$ cat config.mk
export PLATFORM = sky130hd
export DESIGN_NAME = cdf_builder
export DESIGN_NICKNAME = d
export VERILOG_FILES = /design/src/rtl/cdf_builder.sv
export SDC_FILE = /design/constraint.sdc
export NUM_CORES = 1
export LEC_CHECK = 0
export CORE_MARGIN = 3
export CORE_UTILIZATION = 56
export CTS_BUF_LIST = sky130_fd_sc_hd__clkbuf_16
export CTS_CLUSTER_SIZE = 20
export DETAILED_ROUTE_END_ITERATION = 7
export MAX_ROUTING_LAYER = met4
export PLACE_DENSITY = 0.83
export SLEW_MARGIN = 30
export SYNTH_ARGS = -nofsm -noshare
export SYNTH_HDL_FRONTEND = slang
export SYNTH_SLANG_ARGS = --single-unit
$ cat constraint.sdc
create_clock -name clock -period 8.77 [get_ports clock]
set_input_delay 1.754 -clock clock [delete_from_list [all_inputs] [get_ports clock]]
set_output_delay 1.754 -clock clock [all_outputs]
set_load 0.05 [all_outputs]
$ cat src/rtl/cdf_builder.sv
// ============================================================================
// cdf_builder
// ----------------------------------------------------------------------------
// Purpose:
//   Walks the 256-bin luminance histogram of a finished frame and builds the
//   cumulative distribution function (CDF) used by the output mapper. The
//   block also finds the first non-zero CDF value (cdf_min) and flags frames
//   whose pixel total is wrong or whose CDF would give a zero divisor
//   downstream. Each histogram bin is zeroed as it is consumed, so the
//   histogram bank is clean for the next frame that uses it.
//
//   Scan timeline, with `start` accepted at edge t:
//     t+1   .. t+256  histogram reads, addresses 0..255
//     t+2+k           read data for bin k is returned
//     t+3+k           CDF write and histogram clear for bin k
//     t+259           cdf_valid pulse; cdf_min and flags already updated
//     t+260           idle again; a new start can be accepted here
//
// Ports:
//   clock          in   sole clock, rising edge
//   reset          in   synchronous, active-high reset
//   start          in   one-cycle pulse that begins a scan (honoured in IDLE)
//   bank           in   histogram/CDF bank select, sampled with start
//   hist_rd_en     out  histogram read strobe
//   hist_rd_addr   out  histogram read address
//   hist_rd_data   in   histogram count, one cycle after hist_rd_en
//   hist_clr_en    out  write zero to hist_clr_addr
//   hist_clr_addr  out  bin being cleared
//   cdf_wr_en      out  CDF RAM write strobe
//   cdf_wr_addr    out  CDF RAM write address
//   cdf_wr_data    out  cumulative count written
//   cdf_bank       out  bank latched at start, applies to all RAM ports
//   cdf_min        out  first non-zero CDF value of the last scan
//   cdf_valid      out  one-cycle pulse, scan complete
//   busy           out  scan in progress
//   total_error    out  final sum differs from PIXELS or accumulator saturated
//   flat_image     out  cdf_min equals PIXELS (zero divisor downstream)
// ============================================================================
module cdf_builder #(
    parameter int BINS    = 256,
    parameter int ADDR_W  = 8,
    parameter int COUNT_W = 20,
    parameter int PIXELS  = 307200
) (
    input  logic               clock,
    input  logic               reset,
    input  logic               start,
    input  logic               bank,
    output logic               hist_rd_en,
    output logic [ADDR_W-1:0]  hist_rd_addr,
    input  logic [COUNT_W-1:0] hist_rd_data,
    output logic               hist_clr_en,
    output logic [ADDR_W-1:0]  hist_clr_addr,
    output logic               cdf_wr_en,
    output logic [ADDR_W-1:0]  cdf_wr_addr,
    output logic [COUNT_W-1:0] cdf_wr_data,
    output logic               cdf_bank,
    output logic [COUNT_W-1:0] cdf_min,
    output logic               cdf_valid,
    output logic               busy,
    output logic               total_error,
    output logic               flat_image
);

    // ------------------------------------------------------------------------
    // Constants
    // ------------------------------------------------------------------------
    localparam logic [ADDR_W-1:0]  LAST_ADDR = ADDR_W'(BINS - 1);
    localparam logic [COUNT_W-1:0] SAT_VAL   = '1;
    localparam logic [COUNT_W-1:0] PIXELS_C  = COUNT_W'(PIXELS);

    // ------------------------------------------------------------------------
    // FSM
    // ------------------------------------------------------------------------
    typedef enum logic [1:0] {
        S_IDLE,
        S_READ,
        S_DRAIN,
        S_DONE
    } state_t;

    state_t r_state;
    state_t w_state_next;
    logic   w_busy;
    logic   w_valid;

    // Read address generator
    logic               r_rd_en;
    logic [ADDR_W-1:0]  r_rd_addr;
    logic               r_bank;

    // DRAIN lasts two cycles: one for the last read data, one for its write
    logic               r_drain_cnt;

    // Read-data stage: marks the cycle in which hist_rd_data is valid
    logic               r_dat_vld;
    logic [ADDR_W-1:0]  r_dat_addr;

    // Write/clear stage
    logic               r_wr_en;
    logic [ADDR_W-1:0]  r_wr_addr;
    logic [COUNT_W-1:0] r_wr_data;

    // Accumulation and minimum search
    logic [COUNT_W-1:0] r_acc;
    logic               r_sat;
    logic [COUNT_W-1:0] r_min;
    logic               r_min_found;

    // Results held for the frame controller
    logic [COUNT_W-1:0] r_cdf_min;
    logic               r_total_error;
    logic               r_flat_image;

    logic               w_start_acc;
    logic               w_finish;
    logic [COUNT_W:0]   w_sum;
    logic               w_carry;
    logic [COUNT_W-1:0] w_acc_next;

    assign w_start_acc = (r_state == S_IDLE) && start;

    // Last DRAIN cycle: the final bin has been accumulated into r_acc
    assign w_finish    = (r_state == S_DRAIN) && r_drain_cnt;

    // One extra bit catches the carry out of the accumulator
    assign w_sum       = {1'b0, r_acc} + {1'b0, hist_rd_data};
    assign w_carry     = w_sum[COUNT_W];
    assign w_acc_next  = w_carry ? SAT_VAL : w_sum[COUNT_W-1:0];

    // State register
    always_ff @(posedge clock) begin
        if (reset) begin
            r_state <= S_IDLE;
        end else begin
            r_state <= w_state_next;
        end
    end

    // Next-state and state-decoded outputs
    always_comb begin
        // NOTE: every signal written here gets a default first, so no path
        // through the case can leave it unassigned and infer a latch.
        w_state_next = r_state;
        w_busy       = 1'b1;
        w_valid      = 1'b0;
        unique case (r_state)
            S_IDLE: begin
                w_busy = 1'b0;
                if (start) begin
                    w_state_next = S_READ;
                end
            end
            S_READ: begin
                if (r_rd_addr == LAST_ADDR) begin
                    w_state_next = S_DRAIN;
                end
            end
            S_DRAIN: begin
                if (r_drain_cnt) begin
                    w_state_next = S_DONE;
                end
            end
            S_DONE: begin
                w_valid      = 1'b1;
                w_state_next = S_IDLE;
            end
            default: begin
                w_state_next = S_IDLE;
            end
        endcase
    end

    // ------------------------------------------------------------------------
    // Datapath
    // ------------------------------------------------------------------------
    always_ff @(posedge clock) begin
        if (reset) begin
            // NOTE: sequential state uses non-blocking assignments so every
            // register samples the pre-edge value of the others.
            r_rd_en       <= 1'b0;
            r_rd_addr     <= '0;
            r_bank        <= 1'b0;
            r_drain_cnt   <= 1'b0;
            r_dat_vld     <= 1'b0;
            r_dat_addr    <= '0;
            r_wr_en       <= 1'b0;
            r_wr_addr     <= '0;
            r_wr_data     <= '0;
            r_acc         <= '0;
            r_sat         <= 1'b0;
            r_min         <= '0;
            r_min_found   <= 1'b0;
            r_cdf_min     <= '0;
            r_total_error <= 1'b0;
            r_flat_image  <= 1'b0;
        end else begin
            // Address generator: 0..255, one per cycle while in READ
            if (w_start_acc) begin
                r_rd_en   <= 1'b1;
                r_rd_addr <= '0;
                r_bank    <= bank;
            end else if (r_state == S_READ) begin
                if (r_rd_addr == LAST_ADDR) begin
                    r_rd_en <= 1'b0;
                end else begin
                    r_rd_addr <= r_rd_addr + ADDR_W'(1);
                end
            end

            r_drain_cnt <= (r_state == S_DRAIN) && !r_drain_cnt;

            // Read data comes back one cycle after the strobe
            r_dat_vld  <= r_rd_en;
            r_dat_addr <= r_rd_addr;

            // The write and the clear of a bin share one register stage, so
            // the clear always trails its read by two cycles and can never
            // collide with a read of the same bin.
            r_wr_en <= r_dat_vld;
            if (r_dat_vld) begin
                r_wr_addr <= r_dat_addr;
                r_wr_data <= w_acc_next;
            end

            // Accumulator, saturation and minimum search
            if (w_start_acc) begin
                r_acc       <= '0;
                r_sat       <= 1'b0;
                r_min       <= '0;
                r_min_found <= 1'b0;
            end else if (r_dat_vld) begin
                r_acc <= w_acc_next;
                if (w_carry) begin
                    r_sat <= 1'b1;
                end
                if (!r_min_found && (w_acc_next != '0)) begin
                    r_min       <= w_acc_next;
                    r_min_found <= 1'b1;
                end
            end

            // Results are published one cycle before cdf_valid is seen, so
            // they are stable for the whole valid pulse and held afterwards.
            if (w_finish) begin
                r_cdf_min     <= r_min;
                r_total_error <= r_sat | (r_acc != PIXELS_C);
                r_flat_image  <= (r_min == PIXELS_C);
            end
        end
    end

    // ------------------------------------------------------------------------
    // Outputs
    // ------------------------------------------------------------------------
    assign hist_rd_en    = r_rd_en;
    assign hist_rd_addr  = r_rd_addr;
    assign hist_clr_en   = r_wr_en;
    assign hist_clr_addr = r_wr_addr;
    assign cdf_wr_en     = r_wr_en;
    assign cdf_wr_addr   = r_wr_addr;
    assign cdf_wr_data   = r_wr_data;
    assign cdf_bank      = r_bank;
    assign cdf_min       = r_cdf_min;
    assign cdf_valid     = w_valid;
    assign busy          = w_busy;
    assign total_error   = r_total_error;
    assign flat_image    = r_flat_image;

endmodule

# --- Yosys cells after proc, flatten, opt, wreduce, memory -nomap -nowiden ---
# Index checks and enable logic that the tools add are counted.
word_totals:
  register_bits: 115
  inputBits: 24
  out_inout_bits: 72
classes:
  n_addsub: 2
  n_eq_ne: 9
  n_mux: 10
  bitwise: 2
  n_reduce_logical: 16
ops:
  columns: ["op", "count"]
  rows:
  - ["20-bit by 20-bit adder with 21-bit output", 1]
  - ["20-bit by 19-bit == test with 1-bit output, second input constant", 1]
  - ["20-bit 2-to-1 mux", 1]
  - ["20-bit by 19-bit != test with 1-bit output, second input constant", 1]
  - ["20-bit nonzero test", 1]
  - ["8-bit by 1-bit adder with 8-bit output, second input constant", 1]
  - ["8-bit == test, second input constant", 1]
  - ["2-bit case mux with 4 select lines", 1]
  - ["2-bit AND reduction", 4]
  - ["2-bit 2-to-1 mux", 3]
  - ["2-bit != test, second input constant", 3]
  - ["1-bit 2-to-1 mux", 5]
  - ["2-bit == test, second input constant", 2]
  - ["1-bit logical AND", 4]
  - ["2-bit nonzero test", 2]
  - ["3-bit AND reduction", 1]
  - ["2-bit by 1-bit == test with 1-bit output, second input constant", 1]
  - ["1-bit zero test", 2]
  - ["2-bit zero test", 1]
  - ["2-bit OR reduction", 1]
  - ["1-bit NOT", 1]
  - ["1-bit bitwise OR", 1]

# --- Depth between registers and ports, before layout ---
logic_depth:
  depth_word: 5
  mapped_depth: 12

# --- Least setup slack after synthesis ---
# Ideal clock, no wire load.
synth_timing:
  kind: "input -> register"
  from: "in hist_rd_data[0]"
  to: "reg r_min_found"
  setup_time_ns: 0.115
  arrival_ns: 4.294
  path_slack_ns: 4.361
  path_stages: 11
  path_buffers: 1
  path_cell_list: "ha_1 -> fa_1 -> a211oi_4 -> o31ai_4 -> o211a_1 -> o211a_1 -> or3_4 -> nor4_4 -> buf_6 -> a31oi_1 -> o21a_1"
synth_via:
  elab_chain_len: 5
synth_lines:
  columns: ["item", "line_no", "text"]
  rows:
  - ["start, declared", "51", "input logic [COUNT_W-1:0] hist_rd_data,"]
  - ["20-bit by 20-bit adder with 21-bit output", "127", "assign w_sum = {1'b0, r_acc} + {1'b0, hist_rd_data};"]
  - ["20-bit 2-to-1 mux", "129", "assign w_acc_next = w_carry ? SAT_VAL : w_sum[COUNT_W-1:0];"]
  - ["20-bit nonzero test", "237", "if (!r_min_found && (w_acc_next != '0)) begin"]
  - ["1-bit logical AND", "237", null]
  - ["2-bit AND reduction (no line)", null, null]
  - ["end signal, assigned", "193", "r_min_found <= 1'b0;"]
  - ["end signal, assigned", "231", "r_min_found <= 1'b0;"]
  - ["end signal, assigned", "239", "r_min_found <= 1'b1;"]
  - ["end, declared", "108", "logic r_min_found;"]
# Every way passes these cells.
# A chain may end at the register's enable or synchronous reset.

# --- Final worst setup path ---
# Same ends and word-level chain as after synthesis.

==> results by group <==
Status
  – Result of the run: completed

Timing
  – Sum Neg Setup Slack: 0 ps
  – Transition time at the pin with the least slew margin: 846 ps
  – Post-route setup slack: 3810 ps
  – Total count of max-transition violations in the final report: 0
  – Maximum clock rate: 201 MHz
  – Setup repair after global routing missed its margin: false
  – Number of failing setup endpoints in the final timing report: 0
  – Number of hold-slack violations in the final timing report: 0
  – Worst-case headroom to the max-slew limit: 43.6%
  – Crit share post-route: 56.6%
  – Clock Skews: 5.96 ps
  – Shortest period the worst path allows: 4960 ps

Floorplan
  – Initial Util: 58.5%
  – Area of the die: 11700 sq um
  – Count of pins on the block boundary: 96
  – Floorplan row count: 36
  – Standard cell core area: 9950 sq um
  – Die H: 108 um
  – Die W: 108 um

Synth
  – FF+latch count, synth: 115
  – Mean area per synthesized cell: 8.20 sq um
  – Async set-reset flop share out of synthesis: 0%
  – Synth warn: 0
  – Nets in the synthesized netlist: 761
  – Sequential element share of the synthesized area: 39.5%
  – Count of cell types in the netlist: 62
  – Syn Inst Count: 710
  – Post-synth top flop: sky130_fd_sc_hd__dfxtp_1
  – Area of the mapped netlist: 5820 sq um
  – Number of enable-type register cells in the synthesized netlist: 0

Routing
  – Number of DRC violations after detailed-routing iteration 0: 462
  – Count of unresolved DRC violations after routing: 0
  – Mean number of vias per cell: 6.02
  – Remaining number of nets flagged by the antenna check after routing: 0
  – Detailed-route wire length per cell: 17.7 um
  – Routed wire length: 16.3 mm
  – Via count: 5552
  – DR pass1 iterations: 5

Clock tree
  – Deepest level of the CTS H-tree: 4
  – Root buffer cell: sky130_fd_sc_hd__clkbuf_16
  – Count of buffers added by post-CTS timing repair for setup: 0
  – TritonCTS clock tree: built
  – Worst-Skew Late Latency: 410 ps
  – Number of buffers added by the clock tree synthesis step: 17
  – # hold bufs at CTS: 0
  – Clock transition at the registers of the reported paths: 60 ps
  – Clock sink count: 115
  – Number of instances resized during post-cts repair: 0
  – Largest buffer count on any clock path: 2

Cells and area
  – Fraction of layout cells with a size suffix above 1: 6.84%
  – FILL cells: 751
  – Diodes inserted: 0
  – Signed area change from the synthesized netlist to the final layout: 25.5%
  – Number of nets in the layout: 827

Global route
  – Remaining global-route overflow: 0
  – Via count of the first global-routing pass: 5286
  – Number of antenna violations at the first check in global routing: 0
  – Total global routing track utilization: 29.2%
  – Largest net degree at the start of global routing: 68
  – First-pass GRT wire length: 26.4 mm

Setup path
  – CP max FO: 14
  – Cell with the biggest individual delay on the critical path: sky130_fd_sc_hd__fa_1
  – CP cell instances: clkdlybuf4s50_1, ha_1, fa_1, a211oi_4, o31ai_4, o211a_1, o211a_1, or3_4, nor4_4, buf_4, a31oi_1, o21a_1
  – Data arrival at the endpoint of the critical path: 5270 ps
  – Kind of critical path: input port to flop
  – Required time worst endpoint: 9070 ps
  – Library cell appearing most often on the critical path: sky130_fd_sc_hd__o211a_1
  – Max incr delay on CP: 450 ps
  – Worst setup SP type: input port
  – Element type at the critical path end: flop
  – Number of buffer and inverter stages on the critical path: 2
  – Kind of cell with the highest combined delay on the critical path: compound AO/OA/AOI/OAI gates

Placed design
  – Post-DP HPWL: 11.3 mm
  – Buffers on Ports: 95
  – Pre-CTS setup slack: 3250 ps
  – Placer congestion estimate: 0.945

Run
  – Max-Cap Viols: 0

Pwr
  – Maximum vdd ir drop: 134 uV
  – Ratio of total power to cell area: 242 nW/um^2
  – Leakage component of the power: 2.84 nW

Min path
  – Hold crit path type: flop to flop
-- flip-flops by register name, summed over array words and instances, names as in the netlist --
name / count
r_dat_addr: 8
r_dat_vld: 1
flat_image: 1
cdf_bank: 1
r_min: 20
r_acc: 20
cdf_wr_addr: 8
cdf_wr_en: 1
r_sat: 1
cdf_wr_data: 20
r_drain_cnt: 1
hist_rd_addr: 8
cdf_min: 20
r_state: 2
hist_rd_en: 1
total_error: 1
r_min_found: 1
-- worst reg2reg max path: cells and delay by family, from the launching register on --
kind,cells,cell delay (ps)
adder cells (fa/ha/maj),2,670
buffers and inverters,1,300
AO/OA/AOI/OAI,6,1270
AND/OR/NAND/NOR,2,850
flip-flops,1,330
-- cells in the mapped netlist (9+ instances only) --
cell / number / area share [%]
sky130_fd_sc_hd__and2_1: 17 / 1.8
sky130_fd_sc_hd__nand2_1: 72 / 4.6
sky130_fd_sc_hd__and3_1: 10 / 1.1
sky130_fd_sc_hd__nor2b_1: 10 / 1.1
sky130_fd_sc_hd__nand3_1: 36 / 3.1
sky130_fd_sc_hd__nor3_1: 27 / 2.3
sky130_fd_sc_hd__inv_1: 9 / 0.58
sky130_fd_sc_hd__o21ai_0: 48 / 4.1
sky130_fd_sc_hd__xor2_1: 10 / 1.5
sky130_fd_sc_hd__clkbuf_1: 28 / 1.8
sky130_fd_sc_hd__a21oi_1: 48 / 4.1
sky130_fd_sc_hd__nor2_1: 97 / 6.3
sky130_fd_sc_hd__mux2i_1: 10 / 1.7
sky130_fd_sc_hd__dfxtp_1: 115 / 40
sky130_fd_sc_hd__ha_1: 26 / 5.6
sky130_fd_sc_hd__buf_4: 10 / 1.3
sky130_fd_sc_hd__nor4_1: 9 / 0.97
sky130_fd_sc_hd__nand4_1: 22 / 2.4
-- through the flow --
step | util (%) | instance area (sq um) | instances | hold WS, ps | power [mW]
3_5_place_dp | 67.6 | 6730 | 889 | 445 | 1.10
5_1_grt | 73.4 | 7310 | 922 | 474 | 1.84
3_3_place_gp | 67.3 | 6700 | 888 | 442 | 1.08
4_1_cts | 73.3 | 7300 | 921 | 453 | 1.76
6_report | 73.4 | 7310 | 922 | 453 | 1.77
2_1_floorplan | - | 5820 | 710 | 432 | 0.957
-- routing by layer --
metal | part of all wire [%] | track usage (%) | vias up
met5 | 0 | - | -
met2 | 48 | 46.8 | 239
li1 | - | - | 2659
met1 | 43 | 37.7 | 2619
met3 | 6.4 | 5.01 | 35
met4 | 2.1 | 9.56 | 0
-- final timing paths --
check	startpoint	end	slack [ps]	depth (start not counted)
max reg2reg	r_acc[0]$_SDFFE_PP0P_	r_min_found$_SDFFE_PP0P_	5250	11
min reg2reg	cdf_min[3]$_SDFFE_PP0P_	cdf_min[3]$_SDFFE_PP0P_	450	2
min	cdf_min[3]$_SDFFE_PP0P_	cdf_min[3]$_SDFFE_PP0P_	450	2
max	hist_rd_data[0]	r_min_found$_SDFFE_PP0P_	3810	12
-- power breakdown --
group          internal, mW  switching (mW)  leakage [nW]
sequential            0.567          0.0368         0.933
clock                 0.397           0.268         0.272
combinational         0.167           0.334          1.64
total                  1.13           0.638          2.84
-- area by class of cell --
cell class | count | area (sq um) | area share [%]
inverter | 9 | 33.8 | 0.462
clock inverter | 15 | 145 | 1.99
tap | 133 | 166 | 2.28
timing repair buffer | 100 | 1000 | 13.7
sequential | 115 | 2300 | 31.5
multi-input combinational | 533 | 3230 | 44.2
clock buffer | 17 | 425 | 5.82
-- placed cells by master, fill, tap and decap left out, types with 3 or more instances in the layout --
cell type,synthesis,final
sky130_fd_sc_hd__o211a_1,4,4
sky130_fd_sc_hd__and2_1,17,17
sky130_fd_sc_hd__inv_6,0,8
sky130_fd_sc_hd__xor2_1,10,10
sky130_fd_sc_hd__clkdlybuf4s50_1,0,94
sky130_fd_sc_hd__a311o_1,4,4
sky130_fd_sc_hd__ha_1,26,26
sky130_fd_sc_hd__buf_4,10,4
sky130_fd_sc_hd__nand4_1,22,22
sky130_fd_sc_hd__nand2b_1,5,5
sky130_fd_sc_hd__o21a_1,3,3
sky130_fd_sc_hd__nor4_1,9,9
sky130_fd_sc_hd__dfxtp_1,115,114
sky130_fd_sc_hd__a21oi_1,48,47
sky130_fd_sc_hd__inv_1,9,10
sky130_fd_sc_hd__clkbuf_16,0,17
sky130_fd_sc_hd__a211oi_1,8,8
sky130_fd_sc_hd__xnor2_1,4,4
sky130_fd_sc_hd__mux2i_1,10,10
sky130_fd_sc_hd__nor3_1,27,27
sky130_fd_sc_hd__and4_1,3,3
sky130_fd_sc_hd__nor2_1,97,96
sky130_fd_sc_hd__a31oi_1,5,5
sky130_fd_sc_hd__nor4b_1,3,3
sky130_fd_sc_hd__and3_1,10,10
sky130_fd_sc_hd__nand2_1,72,72
sky130_fd_sc_hd__o21ai_0,48,48
sky130_fd_sc_hd__o211ai_1,8,8
sky130_fd_sc_hd__nor2b_1,10,10
sky130_fd_sc_hd__nand3_1,36,36
sky130_fd_sc_hd__clkinvlp_4,0,4
sky130_fd_sc_hd__a21o_1,7,7
-- cells by family (layout without fill, tap and decap cells) --
family,count (synthesis),count (layout),synth area share [%]
simple gates,324,324,27.2
buf+inv,62,141,5.26
mux,10,10,1.72
xor+xnor,14,14,2.11
fa+ha+maj,27,27,5.93
compound gates,158,158,18.3
flops,115,115,39.5
No activity file was read; power rests on OpenSTA's default activity.
==> RTL edit 1 (config.mk and constraints unchanged) <==
Register the outputs `cdf_valid` and `busy`, with the module's reset; this adds one clock of latency there. The other outputs are not delayed to match. Comments in the files are not updated.
--- a/src/rtl/cdf_builder.sv
+++ b/src/rtl/cdf_builder.sv
@@ -264,4 +264,11 @@
     assign cdf_min       = r_cdf_min;
-    assign cdf_valid     = w_valid;
-    assign busy          = w_busy;
+    always_ff @(posedge clock) begin
+        if (reset) begin
+            cdf_valid <= '0;
+            busy      <= '0;
+        end else begin
+            cdf_valid <= w_valid;
+            busy      <= w_busy;
+        end
+    end
     assign total_error   = r_total_error;
Behaviour: not the same (Yosys sat finds a counterexample within 4 cycles, from zero or initial values and one cycle with reset high).
==> RTL edit 1 against the original RTL <==
  * Routed wire length hardly changed
  * Maximum frequency is 4.3% lower
  * Total power is 2.7% higher
  * Area after synthesis decreased by 1.1%
  * Critical path depth unchanged
  * Sequential cell count up 2
  * Worst setup slack worse by 0.22 ns
  * Final area down 1.3%
  * Critical endpoint is now r_min[8]
==> RTL edit 1: results (changes against the original RTL) <==
| Metric | Value |
|---|---|
| M2 GR Usage | `47.8% (+1.1 points)` |
| Critical Path Max Stage Delay | `0.66 ns (+0.21 ns)` |
| Post-Route WL | `16.3 mm (about the same)` |
| Vias in the first global route | `5141 (-2.7%)` |
| Post-synth top cells | `117 x dfxtp_1, 84 x nor2_1, 64 x nand2_1` |
| Top cells by area, synth | `dfxtp_1 41%, ha_1 5.6%, nor2_1 5.5%` |
| Dpl ws | `3.28 ns (+0.0293 ns)` |
| # fillers | `747 (-0.53%)` |
| First-pass GRT wire length | `26.2 mm (-0.73%)` |
| Worst hold margin | `0.453 ns (+0.000151 ns)` |
| Post-synth cell types | `75 (+21%)` |
| P_leak | `2.70 nW (-4.8%)` |
| Number of vias per cell | `6.10 (+1.2%)` |
| Syn nets | `718 (-5.7%)` |
| Worst Path Arrival | `5.49 ns (+0.22 ns)` |
| Slew @ Worst Pin | `0.914 ns (+0.0688 ns)` |
| Proportion of synthesized chip area in sequential cells | `40.6% (+1.1 points)` |
| Crit Path Max Fanout | `30 (+16)` |
| Iter 0 DRT Violations | `370 (-20%)` |
| Share of cells above drive strength 1 | `8.01% (+1.2 points)` |
| Dpl hpwl | `11.1 mm (-1.8%)` |
| Status | `finished clean` |
| Worst reg2reg endpoint | `r_min[8]` |
| Pin count of the biggest net entering global routing | `70 (+2.9%)` |
| Routed met2 length | `7.91 mm (+0.74%)` |
| Grt met3 use | `5.94% (+0.92 points)` |
[RTL edit 1: cell count changes after synthesis, sizes merged, moves of 14 or more]
cell,before,now
nand3,36,13
a211oi,10,27
nand4,22,8
nor3,29,10
a21oi,48,62
[RTL edit 1: per-stage QoR]
step	instances	util (%)	power, mW
2_1_floorplan	667	-	0.986
3_3_place_gp	850	66.9	1.11
3_5_place_dp	850	67.0	1.12
4_1_cts	882	72.8	1.81
5_1_grt	882	72.8	1.89
6_report	882	72.8	1.82
[RTL edit 1: cell families (layout without fill, tap and decap cells)]
logic type               Yosys count  count (layout)  synth area share (%)
buffers and inverters             60             142                  5.38
flip-flops                       117             117                  40.6
multiplexers                      11              11                  1.91
adder cells (fa/ha/maj)           27              27                  5.99
AO/OA/AOI/OAI                    192             192                  22.8
XOR/XNOR                          17              17                  2.71
AND/OR/NAND/NOR                  243             243                  20.5
[RTL edit 1: cell type report]
class                           instances  area share (%)
Multi-Input combinational cell        490            43.1
Clock inverter                         15            2.13
Inverter                               12           0.624
Tap cell                              133            2.31
Timing Repair Buffer                   98            13.4
Clock buffer                           17            5.90
Sequential cell                       117            32.5
[RTL edit 1: power breakdown]
part | internal (mW) | leakage, nW | switching [mW] | total (mW)
sequential | 0.581 | 0.949 | 0.0419 | 0.623
clock | 0.419 | 0.283 | 0.262 | 0.681
combinational | 0.172 | 1.47 | 0.340 | 0.511
[RTL edit 1: how the worst max path moves through the flow]
stage                                from       end  slack, ns  cells past startpoint
after floorplan           hist_rd_data[0]  r_min[9]       4.12                     11
after global placement    hist_rd_data[0]  r_min[9]       3.35                     12
after detailed placement  hist_rd_data[0]  r_min[9]       3.28                     12
after CTS                 hist_rd_data[0]  r_min[8]       3.61                     12
after global routing      hist_rd_data[0]  r_min[8]       3.38                     12
final                     hist_rd_data[0]  r_min[8]       3.58                     12
==> RTL edit 2 (config.mk and constraints unchanged) <==
Made on the original files. Change the parameter `ADDR_W` from 8 to 9.
--- a/src/rtl/cdf_builder.sv
+++ b/src/rtl/cdf_builder.sv
@@ -40,3 +40,3 @@
     parameter int BINS    = 256,
-    parameter int ADDR_W  = 8,
+    parameter int ADDR_W  = 9,
     parameter int COUNT_W = 20,
Interface: changed (resized cdf_wr_addr, hist_clr_addr and hist_rd_addr); port bits go from 96 to 99. The function was not compared with the original's and may differ.
==> RTL edit 2 against the original RTL <==
  * Worst setup slack worse by 0.20 ns
  * Routed wire length down 5.8%
  * Sequential cell count up 3
  * First-iteration DRC count up 13%
  * Global-route usage down 0.77 points
  * Area after synthesis down 1.9%
  * Final area down 0.57%
  * Clock power up 6.0%
  * Worst hold slack worse by 0.0017 ns
  * Total power up 4.3%
  * Critical path type unchanged
  * Critical endpoint is now r_min[15]
==> RTL edit 2: results (changes against the original RTL) <==
| Metric | Value |
|---|---|
| Share of cells above drive strength 1 | `7.91% (+1.1 points)` |
| Top delay family on crit path | `compound AO/OA/AOI/OAI gates` |
| M2 GR Usage | `45.3% (-1.5 points)` |
| Slowest stage cell on the critical path | `o31ai_4` |
| Crit Path Max Fanout | `21 (+7)` |
| Post-synth cell types | `63 (+1.6%)` |
| Adder-Cell Fraction of Synth Area | `6.26% (+0.33 points)` |
| Critical Path Max Stage Delay | `0.61 ns (+0.16 ns)` |
| Drt pass-1 iters | `5 (unchanged)` |
| Mux share of post-synthesis cell area | `5.87% (+4.1 points)` |
| Top cells by area, synth | `dfxtp_1 41%, nor2_1 6.2%, ha_1 5.9%` |
| Worst Reg-to-Reg Cells | `11 (unchanged)` |
| Proportion of synthesized chip area in sequential cells | `41.3% (+1.8 points)` |
| Vias in the first global route | `4931 (-6.7%)` |
| Gpl congestion | `0.940 (-0.47%)` |
| P_leak | `2.86 nW (+0.78%)` |
| Peak VDD IR | `0.000197 V (+48%)` |
| Wl on met1 | `6.80 mm (-4.1%)` |
| Worst reg2reg endpoint | `r_min[15]` |
| Number of vias per cell | `5.76 (-4.3%)` |
| Syn nets | `727 (-4.5%)` |
| Dpl ws | `3.11 ns (-0.142 ns)` |
| Synth Area in XOR/XNOR | `2.76% (+0.65 points)` |
| ANT cells | `0 (unchanged)` |
| Worst Path Arrival | `5.50 ns (+0.23 ns)` |
| Status | `finished clean` |
| Dpl hpwl | `10.9 mm (-4.2%)` |
| Tmin final | `5.17 ns (+0.202 ns)` |
| Post-synth top cells | `118 x dfxtp_1, 95 x nor2_1, 84 x nand2_1` |
| Met1 Use GR | `36.8% (-0.92 points)` |
| Synth Area in Compound Gates | `17.0% (-1.3 points)` |
| Routed met2 length | `7.37 mm (-6.1%)` |
| Worst Hold End | `cdf_min[13]` |
| Hold path startpoint | `cdf_min[13]` |
| Setup slack, reg-to-reg | `5.04 ns (-0.21 ns)` |
| Cts repair resizes | `0 (unchanged)` |
| Min-Delay Path Class | `flip-flop to flip-flop` |
| Pin count of the biggest net entering global routing | `70 (+2.9%)` |
| Port Buffer Count | `98 (+3.2%)` |
| Global Route Usage Sum | `28.4% (-0.77 points)` |
| Metal3 WL | `915 um (-12%)` |
| First-pass GRT wire length | `25.2 mm (-4.7%)` |
| WL per Instance | `17.2 um (-2.6%)` |
RTL edit 2: changes by cell type after synthesis, moves of 4 or more:
cell / change
xnor2_1: +5
o211ai_1: -5
nand2_1: +12
o21ai_1: +4
nand4_1: -12
and3_1: -7
mux2i_1: +22
and2_1: -14
nand3_1: -30
a311o_1: -4
RTL edit 2: report_power, final:
group	switching [mW]	leakage (nW)	internal, mW	total, mW
Clock	0.257	0.295	0.448	0.705
Combinational	0.338	1.61	0.178	0.515
Sequential	0.0419	0.957	0.583	0.625
RTL edit 2: how the worst max path moves through the flow:
stage                                from         to  cells after the start
after global routing      hist_rd_data[0]  r_min[13]                     12
after global placement    hist_rd_data[0]  r_min[15]                     11
final                     hist_rd_data[0]  r_min[15]                     12
after floorplan           hist_rd_data[0]   r_min[0]                     11
after CTS                 hist_rd_data[0]  r_min[13]                     12
after detailed placement  hist_rd_data[0]  r_min[13]                     12
RTL edit 2: area by class of cell:
| type | count | area (um2) |
|---|---|---|
| multi-input combinational | 495 | 3070 |
| fill | 705 | 2600 |
| sequential | 118 | 2360 |
| timing repair buffer | 102 | 1010 |
| clock buffer | 17 | 425 |
| clock inverter | 15 | 180 |
| tap | 133 | 166 |
| inverter | 12 | 45.0 |
RTL edit 2: cells by family (layout without fill, tap and decap cells):
family          count (synthesis)  count (layout)
mux                            33              33
flops                         118             118
compound gates                153             153
fa+ha+maj                      28              28
xor+xnor                       18              18
simple gates                  263             263
buf+inv                        62             146
RTL edit 2: stage by stage:
step	hold WS, ns	util [%]	cell area (um2)	instances
global placement	0.444	67.3	6640	859
finish	0.452	73.7	7270	892
global route	0.476	73.7	7270	892
floorplan	0.436	-	5720	675
detailed placement	0.445	67.4	6650	860
CTS	0.453	73.6	7260	892
